===== src/rtl/fnd_pkg.sv =====
// Shared glyph constants and font width for the 7-segment scan display.
// Latency: none (constants only).
// Backpressure: not applicable.
package fnd_pkg;

    localparam int FONT_W = 8;
    localparam int DP_BIT = 7;

    typedef logic [FONT_W-1:0] font_t;

    // Segment order {dp,g,f,e,d,c,b,a}, active-low, dp off in every glyph.
    localparam font_t GLYPH_0     = 8'hC0;
    localparam font_t GLYPH_1     = 8'hF9;
    localparam font_t GLYPH_2     = 8'hA4;
    localparam font_t GLYPH_3     = 8'hB0;
    localparam font_t GLYPH_4     = 8'h99;
    localparam font_t GLYPH_5     = 8'h92;
    localparam font_t GLYPH_6     = 8'h82;
    localparam font_t GLYPH_7     = 8'hF8;
    localparam font_t GLYPH_8     = 8'h80;
    localparam font_t GLYPH_9     = 8'h90;
    localparam font_t GLYPH_A     = 8'h88;
    localparam font_t GLYPH_B     = 8'h83;
    localparam font_t GLYPH_C     = 8'hC6;
    localparam font_t GLYPH_D     = 8'hA1;
    localparam font_t GLYPH_E     = 8'h86;
    localparam font_t GLYPH_F     = 8'h8E;
    localparam font_t GLYPH_BLANK = 8'hFF;

endpackage


===== src/rtl/fnd_scan_controller_if.sv =====
// Display bus: enable, packed digit codes, dp requests in; segments and commons out.
// Latency: not applicable (signal bundle).
// Backpressure: none; the display consumes inputs continuously.
interface fnd_scan_controller_if #(
    parameter int DIGITS = 4
);
    import fnd_pkg::*;

    logic                  i_En;
    logic [4*DIGITS-1:0]   i_Value;
    logic [DIGITS-1:0]     i_Dp;
    logic [FONT_W-1:0]     o_FND_Font;
    logic [DIGITS-1:0]     o_FND_Com;

    // Master drives the display content and observes the pins.
    modport master (
        output i_En, i_Value, i_Dp,
        input  o_FND_Font, o_FND_Com
    );

    // Slave is the scan controller itself.
    modport slave (
        input  i_En, i_Value, i_Dp,
        output o_FND_Font, o_FND_Com
    );

endinterface


===== src/rtl/fnd_glyph_lut.sv =====
// Combinational map from a 4-bit digit code to an active-low 7-segment font.
// Latency: 0 cycles (pure combinational).
// Backpressure: none.
module fnd_glyph_lut
    import fnd_pkg::*;
#(
    parameter int HEX_MODE = 0
) (
    input  logic [3:0] code,
    output font_t      font
);

    localparam bit SHOW_HEX = (HEX_MODE != 0);

    // Decimal codes always map to glyphs; A..F only when hex display is enabled.
    always_comb begin
        font = GLYPH_BLANK;
        case (code)
            4'h0: font = GLYPH_0;
            4'h1: font = GLYPH_1;
            4'h2: font = GLYPH_2;
            4'h3: font = GLYPH_3;
            4'h4: font = GLYPH_4;
            4'h5: font = GLYPH_5;
            4'h6: font = GLYPH_6;
            4'h7: font = GLYPH_7;
            4'h8: font = GLYPH_8;
            4'h9: font = GLYPH_9;
            4'hA: font = SHOW_HEX ? GLYPH_A : GLYPH_BLANK;
            4'hB: font = SHOW_HEX ? GLYPH_B : GLYPH_BLANK;
            4'hC: font = SHOW_HEX ? GLYPH_C : GLYPH_BLANK;
            4'hD: font = SHOW_HEX ? GLYPH_D : GLYPH_BLANK;
            4'hE: font = SHOW_HEX ? GLYPH_E : GLYPH_BLANK;
            4'hF: font = SHOW_HEX ? GLYPH_F : GLYPH_BLANK;
            default: font = GLYPH_BLANK;
        endcase
    end

endmodule


===== src/rtl/fnd_scan_controller.sv =====
// Multiplexed 7-segment scanner; optional leading-zero blanking via FND_LEADING_ZERO_BLANK_EN.
// Latency: outputs registered, reflect the digit index 1 cycle after it changes.
// Backpressure: none; input value is sampled per frame (or continuously while disabled).
module fnd_scan_controller
    import fnd_pkg::*;
#(
    parameter int DIGITS   = 4,
    parameter int SCAN_DIV = 100000,
    parameter int HEX_MODE = 0
) (
    input  logic                  i_clk,
    input  logic                  i_reset,
    fnd_scan_controller_if.slave  bus
);

    localparam int CNT_W = $clog2(SCAN_DIV);
    localparam int IDX_W = $clog2(DIGITS);

    logic [CNT_W-1:0]      cnt;
    logic [IDX_W-1:0]      idx;
    logic [4*DIGITS-1:0]   snap_val;
    logic [DIGITS-1:0]     snap_dp;
    logic                  tick;
    logic                  last_digit;
    logic                  wrap;
    logic [3:0]            cur_code;
    logic                  cur_dp;
    font_t                 lut_font;
    font_t                 glyph;
    font_t                 font_nxt;
    logic [DIGITS-1:0]     com_nxt;
    font_t                 font_q;
    logic [DIGITS-1:0]     com_q;

    assign tick       = (cnt == CNT_W'(SCAN_DIV - 1));
    assign last_digit = (idx == IDX_W'(DIGITS - 1));
    assign wrap       = tick && last_digit;

    // Prescaler and digit index; both parked at zero while the display is off.
    always_ff @(posedge i_clk) begin
        if (i_reset || !bus.i_En) begin
            cnt <= '0;
            idx <= '0;
        end else if (tick) begin
            cnt <= '0;
            idx <= last_digit ? '0 : idx + 1'b1;
        end else begin
            cnt <= cnt + 1'b1;
        end
    end

    // Snapshot only at frame boundaries so a frame never mixes two input values.
    always_ff @(posedge i_clk) begin
        if (i_reset) begin
            snap_val <= '0;
            snap_dp  <= '0;
        end else if (!bus.i_En || wrap) begin
            snap_val <= bus.i_Value;
            snap_dp  <= bus.i_Dp;
        end
    end

    assign cur_code = snap_val[4*idx +: 4];
    assign cur_dp   = snap_dp[idx];

    fnd_glyph_lut #(
        .HEX_MODE (HEX_MODE)
    ) u_glyph_lut (
        .code (cur_code),
        .font (lut_font)
    );

`ifdef FND_LEADING_ZERO_BLANK_EN
    logic [DIGITS-1:0] lz_blank;

    // Digit k blanks when it and everything above it is zero; a lit dp keeps it visible.
    always_comb begin
        lz_blank = '0;
        for (int k = 1; k < DIGITS; k++) begin
            lz_blank[k] = ((snap_val >> (4*k)) == '0) && !snap_dp[k];
        end
    end

    assign glyph = lz_blank[idx] ? GLYPH_BLANK : lut_font;
`else
    assign glyph = lut_font;
`endif

    // Next-cycle pin values for the current digit; dp overrides even a blank glyph.
    always_comb begin
        font_nxt         = glyph;
        font_nxt[DP_BIT] = glyph[DP_BIT] & ~cur_dp;
        com_nxt          = '1;
        com_nxt[idx]     = 1'b0;
    end

    // Output registers; dark display on reset or when disabled.
    always_ff @(posedge i_clk) begin
        if (i_reset || !bus.i_En) begin
            font_q <= GLYPH_BLANK;
            com_q  <= '1;
        end else begin
            font_q <= font_nxt;
            com_q  <= com_nxt;
        end
    end

    assign bus.o_FND_Font = font_q;
    assign bus.o_FND_Com  = com_q;

endmodule


===== src/flat_wrapper.sv =====
// flat-port wrapper written by rule: the top's interface ports become plain ports
module fnd_scan_controller_flat import fnd_pkg::*;
#(
    parameter int DIGITS   = 4,
    parameter int SCAN_DIV = 100000,
    parameter int HEX_MODE = 0
)
  (i_clk, i_reset, bus_i_En, bus_i_Value, bus_i_Dp, bus_o_FND_Font, bus_o_FND_Com);
  fnd_scan_controller_if #(.DIGITS(DIGITS)) bus_i ();
  input  logic i_clk;
  input  logic i_reset;
  input wire logic [$bits(bus_i.i_En)-1:0] bus_i_En;
  input wire logic [$bits(bus_i.i_Value)-1:0] bus_i_Value;
  input wire logic [$bits(bus_i.i_Dp)-1:0] bus_i_Dp;
  output wire logic [$bits(bus_i.o_FND_Font)-1:0] bus_o_FND_Font;
  output wire logic [$bits(bus_i.o_FND_Com)-1:0] bus_o_FND_Com;
  assign bus_i.i_En = bus_i_En;
  assign bus_i.i_Value = bus_i_Value;
  assign bus_i.i_Dp = bus_i_Dp;
  assign bus_o_FND_Font = bus_i.o_FND_Font;
  assign bus_o_FND_Com = bus_i.o_FND_Com;
  fnd_scan_controller #(.DIGITS(DIGITS), .SCAN_DIV(SCAN_DIV), .HEX_MODE(HEX_MODE)) u_core (.i_clk(i_clk), .i_reset(i_reset), .bus(bus_i));
endmodule

===== config.mk =====
export PLATFORM = sky130hd
export DESIGN_NAME = fnd_scan_controller_flat
export DESIGN_NICKNAME = d
export VERILOG_FILES = /design/src/rtl/fnd_pkg.sv /design/src/rtl/fnd_scan_controller_if.sv /design/src/rtl/fnd_glyph_lut.sv /design/src/rtl/fnd_scan_controller.sv /design/src/flat_wrapper.sv
export SDC_FILE = /design/constraint.sdc
export NUM_CORES = 1
export LEC_CHECK = 0
export CORE_MARGIN = 4
export CORE_UTILIZATION = 45
export CTS_CLUSTER_DIAMETER = 150
export DETAILED_ROUTE_END_ITERATION = 7
export GPL_TIMING_DRIVEN = 0
export PLACE_DENSITY_LB_ADDON = 0.08
export SLEW_MARGIN = 40
export SYNTH_ARGS = -nofsm -noshare
export SYNTH_HDL_FRONTEND = slang
export SYNTH_SLANG_ARGS = --single-unit
export TNS_END_PERCENT = 5

===== constraint.sdc =====
create_clock -name i_clk -period 2.6 [get_ports i_clk]
set_input_delay 0.52 -clock i_clk [delete_from_list [all_inputs] [get_ports i_clk]]
set_output_delay 0.52 -clock i_clk [all_outputs]
set_load 0.1 [all_outputs]

After elaboration in Yosys (flattened, before gate mapping). Memory sizes are Yosys's and may differ from the RTL's. A register that Yosys moved wholly into a read port is not among the register bits. Cells that the tools add are included.

Bits of input ports: 23. Word-level logic and storage cells: 28. Register bits: 51. Output and inout port bits: 12. Memory bits (read-only): 112. Memories: 1.

Multiplexer cells: 5. $lt $le $gt $ge: 2. Reduce and logical (&&, ||, !) cells: 6. $add $sub $neg: 2. Shifts and indexed selects: 1. Bitwise gates (word level): 3. Equality and inequality tests: 2.

Memories: (name not given) (depth 16, width 7, rd ports 1, clocked after Yosys merged registers in 1, wr ports 0, line fnd_glyph_lut.sv:18) `case (code)`.

Operators by type and width (count): adder 17 x 1 -> 17 bit, second input constant (1); == test 17 bit, second input constant (1); indexed part select 16 x 5 -> 4 bit (1); NOT 4 bit (1); < comparator 2 x 3 -> 1 bit, second input constant (1); adder 2 x 1 -> 2 bit, second input constant (1); binary-select mux 1 bit (select 2 bit) (1); demux 1 bit (select 2 bit) (1); == test 2 bit, second input constant (1); >= comparator 2 x 1 -> 1 bit, second input constant (1); logical AND 1 bit (2); logical OR 1 bit (2); 2-to-1 mux 1 bit (2); 2-to-1 mux 2 bit (1); OR reduction 2 bit (1); AND 1 bit, first input constant (1); zero test 1 bit (1); NOT 1 bit (1).

Longest topological paths before layout. Gate-level depths: netlist of the first run.

Word-level depth: 5. Mapped depth: 7. Mapped depth without buffers: 6.

By module. A second synthesis of the first run with hierarchy kept.

Cells, all modules: 260. Area, all modules: 2432.3 um^2.

By module, submodules not included: fnd_scan_controller (seq. area each 1021.0 um^2, cells an instance 225, area each 2210.9 um^2, instances 1); fnd_glyph_lut (seq. area each 0.0 um^2, cells an instance 35, area each 221.5 um^2, instances 1).

Worst setup path after synthesis of the first run. No wires, ideal clock.

Kind: flip-flop to flip-flop. Start: register u_core.idx[1]. End: register u_core.font_q[4] (netlist: u_core.bus.o_FND_Font[4]). Required time: 2466 ps. Buffers on the path: 1. Path slack: 778 ps. Stages on the path, launching flop included: 8. Period minus slack after synthesis: 1822 ps. Arrival: 1688 ps. Library setup time: 134 ps. Cell sequence: dfxtp_1 > clkbuf_1 > mux4_2 > inv_1 > ha_1 > inv_1 > nor3b_1 > o21ai_0.

Longest elaborated chain between the ends: 1.

Ends and longest elaborated chain: start, declared (line fnd_scan_controller.sv:20) `logic [IDX_W-1:0] idx;`; start signal, assigned (line fnd_scan_controller.sv:46) `idx <= last_digit ? '0 : idx + 1'b1;`; indexed part select 16 x 5 -> 4 bit (line fnd_scan_controller.sv:63) `assign cur_code = snap_val[4*idx +: 4];`; end, declared (line fnd_scan_controller.sv:32) `font_t font_q;`.

Every way passes these cells. A chain may end at the register's enable or synchronous reset.

Worst setup path after layout of the first run. Same ends and word-level chain as after synthesis.

==> metrics, run 1 <==
Mapped Cells 245; worst r2r path cells 7; Critical Path Fanout Max 7; clock transition at the registers of the reported paths 0.09 ns; first-pass GRT wire length 7160 um; DRT antenna net count 0; Max-Cap Viols 0; FFs w/ async S/R, synth 0%; Post-Syn Nets 278; sequential share of the synthesized area 43.1%; Initial DRT Pass Iterations 4; commonest non-fill, non-tap cell in the layout dfxtp_1; crit path cell chain clkbuf_1 -> mux4_2 -> inv_1 -> ha_1 -> inv_1 -> nor3b_1 -> o21ai_0; Post-Synth Adder-Cell Area 5.28%; Worst-Skew Late Latency 0.30 ns; Post-Synth XOR/XNOR Area 4.44%; IO Count 35; final HPWL from detailed placement 3080 um; clock sink count 51; Final #Nets 319; Most used DFF post-synth dfxtp_1; Mapped Area 2370 um^2; Worst Hold Path Cells 1; area grow syn2layout 19.2%; simple-gate share of the synthesized area 24.7%; synthesized area per cell 9.67 um^2; CTS tree built; synth unique cells 31; period utilisation layout between 80% and 90%; Diodes inserted 0; WS Path Type reg2reg; fraction of synthesized area in multiplexers 14.5%; Synth Area in Compound Gates 4.33%; status completed; crit path DAT 2.26 ns; CP max-delay cell mux4_2; Placer Congestion roughly 0.79; number of synthesized register bits about 50; clk_skew 0.00422 ns; CP delay by family, top multiplexers; largest family of logic cells by synthesized area simple AND/OR/NAND/NOR gates; VDD IR-drop max 0.260 mV; most frequent cells in the layout dfxtp_1 (51), nand2b_1 (41), mux2i_1 (23), clkdlybuf4s50_1 (22), nor2_1 (18); Hold Path Class reg2reg; initial drt markers 61; area leader, netlist dfxtp_1; Root Driver clkbuf_8; Synth area leaders dfxtp_1 (43%), nand2b_1 (11%), mux2i_1 (9.7%); layout cells sized above 1 10.5%; DRC viols 0; Max stage delay on crit path 0.61 ns; fmax between 400 and 500 MHz; Tot GR Track Use around 14%; endpoints failing setup 0; Port Buffers 34; Worst setup SP type flip-flop; proportion of netlist area held by the largest area contributor 43.1%; YS warnings 0; worst hold slack between 0.4 and 0.5 ns; routed via count 1681; Core ar. 5110 um^2; Die ar. between 6000 and 7000 um^2; Clock Path Buffers 2; Post-synth EDFFs 0; Setup crit end kind flip-flop; H-tree depth 2; CTS Buf Count 5; Final min period 2.09 ns; Via density roughly 4.7; initial antenna violation count 0; Rows 26; Worst-Margin Slew 0.486 ns; critical path required time roughly 2.8 ns; final wirelength 4200 um; Setup TNS 0 ns; Stages on worst setup path 7; Post-CTS Hold Buffers 0; Die W 80.6 um; crit path buf inv count 3; overflow left after global routing 0; setup repair bufs after CTS 0; most used cell, CP inv_1; vias in the first global route 1593; Initial Util 46.4%; maximum number of pins on one net before global-route repair 15; Die H 80.6 um; CTS resizes 0; slew margin rel. 67.8%; Pleak 0.00103 uW; WL per Instance ~12 um; final hold vios 0; RSZ-0062 raised after global routing false; count of final max-slew check failures 0; post-layout util 55.3%; power per cell area 528 nW/um^2
[synth_stat cells (all sizes together) (2+ instances only)]
library cell   n
dfxtp         51
a21oi          7
nand3          6
or3            5
nor4           2
nor3           3
nand2b        41
ha            10
mux4           5
o21a           2
nor2          18
buf            4
or4            2
nor3b          2
nor4bb         2
xor2           2
clkbuf         8
nand4          2
o21ai          9
nand2         15
mux2i         23
inv           10
xnor2         10
[sequential cells by signal (all words and copies together) (netlist names)]
register	flops
u_core.cnt	17
u_core.idx	2
u_core.bus.o_FND_Com	4
u_core.snap_val	16
u_core.snap_dp	4
u_core.bus.o_FND_Font	8
[stage by stage]
stage	total power (uW)	area (um^2)	cells	setup WS (ns)
floorplan	990	2370	245	0.778
global placement	1060	2800	349	0.320
detailed placement	1050	2740	349	0.279
CTS	1520	2820	356	0.470
global route	1570	2820	356	0.258
finish	1490	2820	356	0.508
[worst register-to-register path: stages, from the launching register on]
cell	delay, ns
dfxtp_1	0.36
clkbuf_1	0.37
mux4_2	0.62
inv_1	0.12
ha_1	0.15
inv_1	0.05
nor3b_1	0.18
o21ai_0	0.11
[where the power goes]
part	total (uW)	switching (uW)	internal, uW	leakage, uW
combinational	212	126	85.5	0.000565
clock	457	248	209	0.0000470
sequential	822	12.2	810	0.000417
total	1490	386	1100	0.00103
[final timing paths]
check                start                        to  slack, ns
max          u_core.idx[1]  u_core.bus.o_FND_Font[4]       0.51
min          u_core.cnt[0]             u_core.cnt[0]       0.45
max reg2reg  u_core.idx[1]  u_core.bus.o_FND_Font[4]       0.51
min reg2reg  u_core.cnt[0]             u_core.cnt[0]       0.45
[routing by layer]
metal	up-vias	GRT usage (%)	routed length, um
met5	-	0	0
met4	0	4.56	59
met3	6	4.71	206
met2	32	24.3	1890
met1	742	17.1	2040
li1	901	-	-
[logic make-up (layout without fill, tap and decap cells)]
kind of cell    Yosys count  after routing
compound gates           19             19
xor+xnor                 12             12
fa+ha+maj                10             10
buf+inv                  22             63
simple gates            103            103
flops                    51             51
mux                      28             28
[final cells by class]
cell class / instances / area (um^2)
Buffer: 12 / 50.0
Clock buffer: 6 / 82.6
Timing Repair Buffer: 34 / 280
Multi-Input combinational cell: 172 / 1260
Inverter: 10 / 37.5
Fill cell: 474 / 2280
Tap cell: 70 / 87.6
Sequential cell: 51 / 1020
Clock inverter: 1 / 5.00
Note: power is estimated with default switching activity, not from simulation.
==> run 2: changes to the inputs <==
==> constraint.sdc (replaced) <==
create_clock -name i_clk -period 2.1 [get_ports i_clk]
set_input_delay 0.42 -clock i_clk [delete_from_list [all_inputs] [get_ports i_clk]]
set_output_delay 0.42 -clock i_clk [all_outputs]
set_load 0.1 [all_outputs]
==> metrics, run 2 (same netlist as run 1, synthesis figures left out) <==
vias in the first global route 1593; commonest non-fill, non-tap cell in the layout dfxtp_1; Initial Util a little under half; CTS tree built; routed via count 1661; endpoints failing setup 0; overflow left after global routing 0; clock transition at the registers of the reported paths 0.09 ns; most frequent cells in the layout dfxtp_1 (51), nand2b_1 (41), mux2i_1 (23), clkdlybuf4s50_1 (22), nor2_1 (17); Clock Path Buffers 2; Worst-Skew Late Latency 0.30 ns; Port Buffers 34; Critical Path Fanout Max 10; setup repair bufs after CTS 0; Worst-Margin Slew 0.486 ns; Rows 26; first-pass GRT wire length roughly 7200 um; Placer Congestion 0.787; Max stage delay on crit path 0.52 ns; power per cell area roughly 650 nW/um^2; Setup WS pre-CTS -0.121 ns; CP delay by family, top multiplexers; clock sink count ~50; CP max-delay cell mux4_2; Hold Path Class reg2reg; WL per Instance 11.9 um; final hold vios 0; crit path buf inv count 2; Die ar. 6490 um^2; final HPWL from detailed placement 3080 um; Final min period 1.97 ns; Die H 80.6 um; Final #Nets around 320; Via density roughly 4.7; Non-Filler Instances 356; Tot GR Track Use 14.4%; Setup crit end kind flip-flop; initial antenna violation count 0; Placed Cells roughly 350; initial drt markers slightly above 80; RSZ-0062 raised after global routing true; slew margin rel. 67.8%; IO Count 35; area grow syn2layout 19.9%; period utilisation layout a little over nine tenths; Largest register FFs 17; clk_skew around 0.0055 ns; final wirelength 4220 um; Pleak 0.00104 uW; DRT antenna net count 0; status completed; Die W around 81 um; fmax 508 MHz; worst hold slack 0.451 ns; Core ar. 5110 um^2; crit path cell chain clkbuf_4 -> mux4_2 -> clkbuf_1 -> or2_0 -> a21oi_1 -> o21ai_0; Root Driver clkbuf_8; Fillers around 470; CTS Buf Count 5; Top reg by flops u_core.cnt; WS Path Type reg2reg; Max-Cap Viols 0; H-tree depth 2; fin worst setup slack 0.132 ns; Initial DRT Pass Iterations 4; maximum number of pins on one net before global-route repair 15; Design Power 1850 uW; DRC viols 0; critical path required time 2.27 ns; layout cells sized above 1 12.2%; count of final max-slew check failures 0; Post-CTS Hold Buffers 0; crit path DAT 2.13 ns; VDD IR-drop max 0.321 mV; Diodes inserted 0; Worst setup SP type flip-flop
run 2: cell types whose count changed in the layout (fill, tap and decap cells not counted), sizes merged:
cell    previous run  this run
buf               16        15
clkbuf            14        15
run 2: metrics by stage:
stage	instance area, um^2	TNS, ns	util [%]
detailed placement	2740	-1.08	53.6
CTS	2830	0	55.3
finish	2840	0	55.6
global route	2840	-0.0108	55.6
floorplan	2370	0	-
global placement	2800	-0.765	54.8
run 2: final cells by class:
cell class              instances  area, um^2  share of cell area (%)
plain buffers                  12        55.1                    1.94
flip-flops and latches         51        1020                    35.9
clock buffers                   6        82.6                    2.91
clock inverters                 1        5.00                   0.176
well taps                      70        87.6                    3.08
inverters                      10        37.5                    1.32
repair buffers                 34         280                    9.87
multi-input cells             172        1270                    44.8
run 2: worst reg2reg max path, stage by stage (launching register included):
cell	delay, ns
dfxtp_1	0.36
clkbuf_4	0.24
mux4_2	0.53
clkbuf_1	0.24
or2_0	0.25
a21oi_1	0.14
o21ai_0	0.08
run 2: final timing paths:
path                            slack, ns           from                       end  depth (start not counted)
worst max-delay path                 0.13  u_core.idx[0]  u_core.bus.o_FND_Font[4]                          6
worst min-delay path                 0.45  u_core.cnt[0]             u_core.cnt[0]                          1
worst max register to register       0.13  u_core.idx[0]  u_core.bus.o_FND_Font[4]                          6
worst min register to register       0.45  u_core.cnt[0]             u_core.cnt[0]                          1
run 2: routing by layer:
layer	vias up	wire, um	track usage, %
li1	903	-	-
met1	722	2090	17.1
met2	30	1860	24.3
met3	6	204	4.71
met4	0	59	4.56
met5	-	0	0
run 2: repair_timing:
action                     CTS  global route
pin swaps                    0             0
resized for setup            1             6
setup endpoints to repair    1            23
run 2: power by group:
part | internal [uW] | switching, uW | total (uW)
combinational | 107 | 156 | 263
sequential | 1000 | 15.0 | 1020
clock | 259 | 306 | 565
==> run 3: changes to the inputs <==
--- a/config.mk
+++ b/config.mk
@@ -5,6 +5,7 @@
 export SDC_FILE = /design/constraint.sdc
 export NUM_CORES = 1
 export LEC_CHECK = 0
+export CORE_ASPECT_RATIO = 0.9
 export CORE_MARGIN = 4
 export CORE_UTILIZATION = 45
 export CTS_CLUSTER_DIAMETER = 150
==> metrics, run 3 (same netlist as run 1, synthesis figures left out) <==
register area 1020 um^2; Final min period 1.96 ns; clock sink count 51; Die W 84.5 um; Worst-Margin Slew 0.487 ns; Critical Path Fanout Max 10; worst setup path startpoint u_core.cnt[0]; slew margin rel. 67.8%; Largest register FFs 17; first-pass GRT wire length 7120 um; DRT antenna net count 0; Core ar. 4950 um^2; CP max-delay cell dfxtp_1; Die H 76.8 um; FF-to-FF Start u_core.cnt[0]; endpoints failing setup 0; post-route cell area 2860 um^2; VDD IR-drop max 0.456 mV; clk_skew approximately 0.0044 ns; Setup crit end kind flip-flop; Via density 4.74; crit path DAT 2.13 ns; layout cells sized above 1 12.5%; initial drt markers 42; Placer Congestion between 0.7 and 0.8; HP Start u_core.cnt[0]; overflow left after global routing 0; multi-input logic area 1270 um^2; WL per Instance 12.0 um; Max-Cap Viols 0; RSZ-0062 raised after global routing true; final HPWL from detailed placement 3140 um; DRC viols 0; most frequent cells in the layout dfxtp_1 (51), nand2b_1 (41), mux2i_1 (23), clkdlybuf4s50_1 (22), nor2_1 (17); Pleak 0.00105 uW; status completed; Max stage delay on crit path 0.37 ns; H-tree depth 2; Worst setup SP type flip-flop; Root Driver clkbuf_8; final wirelength 4230 um; commonest non-fill, non-tap cell in the layout dfxtp_1; CP delay by family, top simple AND/OR/NAND/NOR gates; Rows 24; post-layout util just under 60%; area grow syn2layout 20.9%; placement-stage cell area between 2000 and 3000 um^2; Port Buffers 34; crit path buf inv count 1; initial antenna violation count 0; power per cell area between 600 and 700 nW/um^2; Clock Path Buffers 2; Tot GR Track Use 13.5%; period utilisation layout 93.1%; CTS tree built; Die ar. 6490 um^2; crit path cell chain ha_1 -> nor4bb_2 -> nand4_1 -> o21a_1 -> buf_2 -> mux2i_1; vias in the first global route 1523; maximum number of pins on one net before global-route repair 16; final hold vios 0; Initial DRT Pass Iterations 4; Fillers slightly below 500; fmax 511 MHz; routed via count 1669; Worst-Skew Late Latency 0.29 ns; clock transition at the registers of the reported paths 0.09 ns; Initial Util between 40 and 50%; critical path required time between 2 and 2.5 ns; Final #Nets 319; IO Count 35; Diodes inserted 0; WS Path Type reg2reg; Top reg by flops u_core.cnt; count of final max-slew check failures 0; Hold Path Class reg2reg; CTS Buf Count 5; Post-CTS Hold Buffers 0
-- run 3: cell types whose count changed in the layout (fill, tap and decap cells not counted), sizes merged --
cell    previous run  this run
bufinv             0         1
-- run 3: final timing paths --
kind,end,slack (ns),depth (start not counted)
max,u_core.snap_val[2],0.14,6
min,u_core.cnt[0],0.46,1
max reg2reg,u_core.snap_val[2],0.14,6
min reg2reg,u_core.cnt[0],0.46,1
-- run 3: where the power goes --
group | total [uW] | internal, uW | switching [uW]
combinational | 263 | 107 | 156
clock | 696 | 386 | 310
sequential | 1020 | 1000 | 14.5
total | 1980 | 1500 | 481
-- run 3: area by class of cell --
cell class / instances / area share, %
tap: 65 / 2.84
inverter: 10 / 1.31
sequential: 51 / 35.6
clock buffer: 6 / 2.88
clock inverter: 2 / 1.22
multi-input combinational: 172 / 44.4
buffer: 12 / 1.92
timing repair buffer: 34 / 9.79
-- run 3: per-stage QoR --
stage               worst slack [ns]  setup TNS, ns  instances  hold slack, ns  total power [uW]
floorplan                      0.278              0        245           0.418              1230
global placement              -0.102         -0.850        344           0.430              1310
detailed placement            -0.103         -0.719        344           0.447              1300
CTS                           0.0703              0        352           0.463              2000
global route                 -0.0332        -0.0581        352           0.502              2070
finish                         0.145              0        352           0.459              1980
-- run 3: repair_timing --
item	in CTS	in global routing
resized for setup	3	3
buffers inserted	0	0
setup endpoints to repair	9	17
gates cloned	0	0
pin swaps	0	0
-- run 3: layer usage --
metal	track usage [%]	vias up	wire length, um
met5	0	-	0
met4	4.75	0	58
met3	3.75	5	203
met2	18.7	33	1730
met1	19.9	731	2240
li1	-	900	-
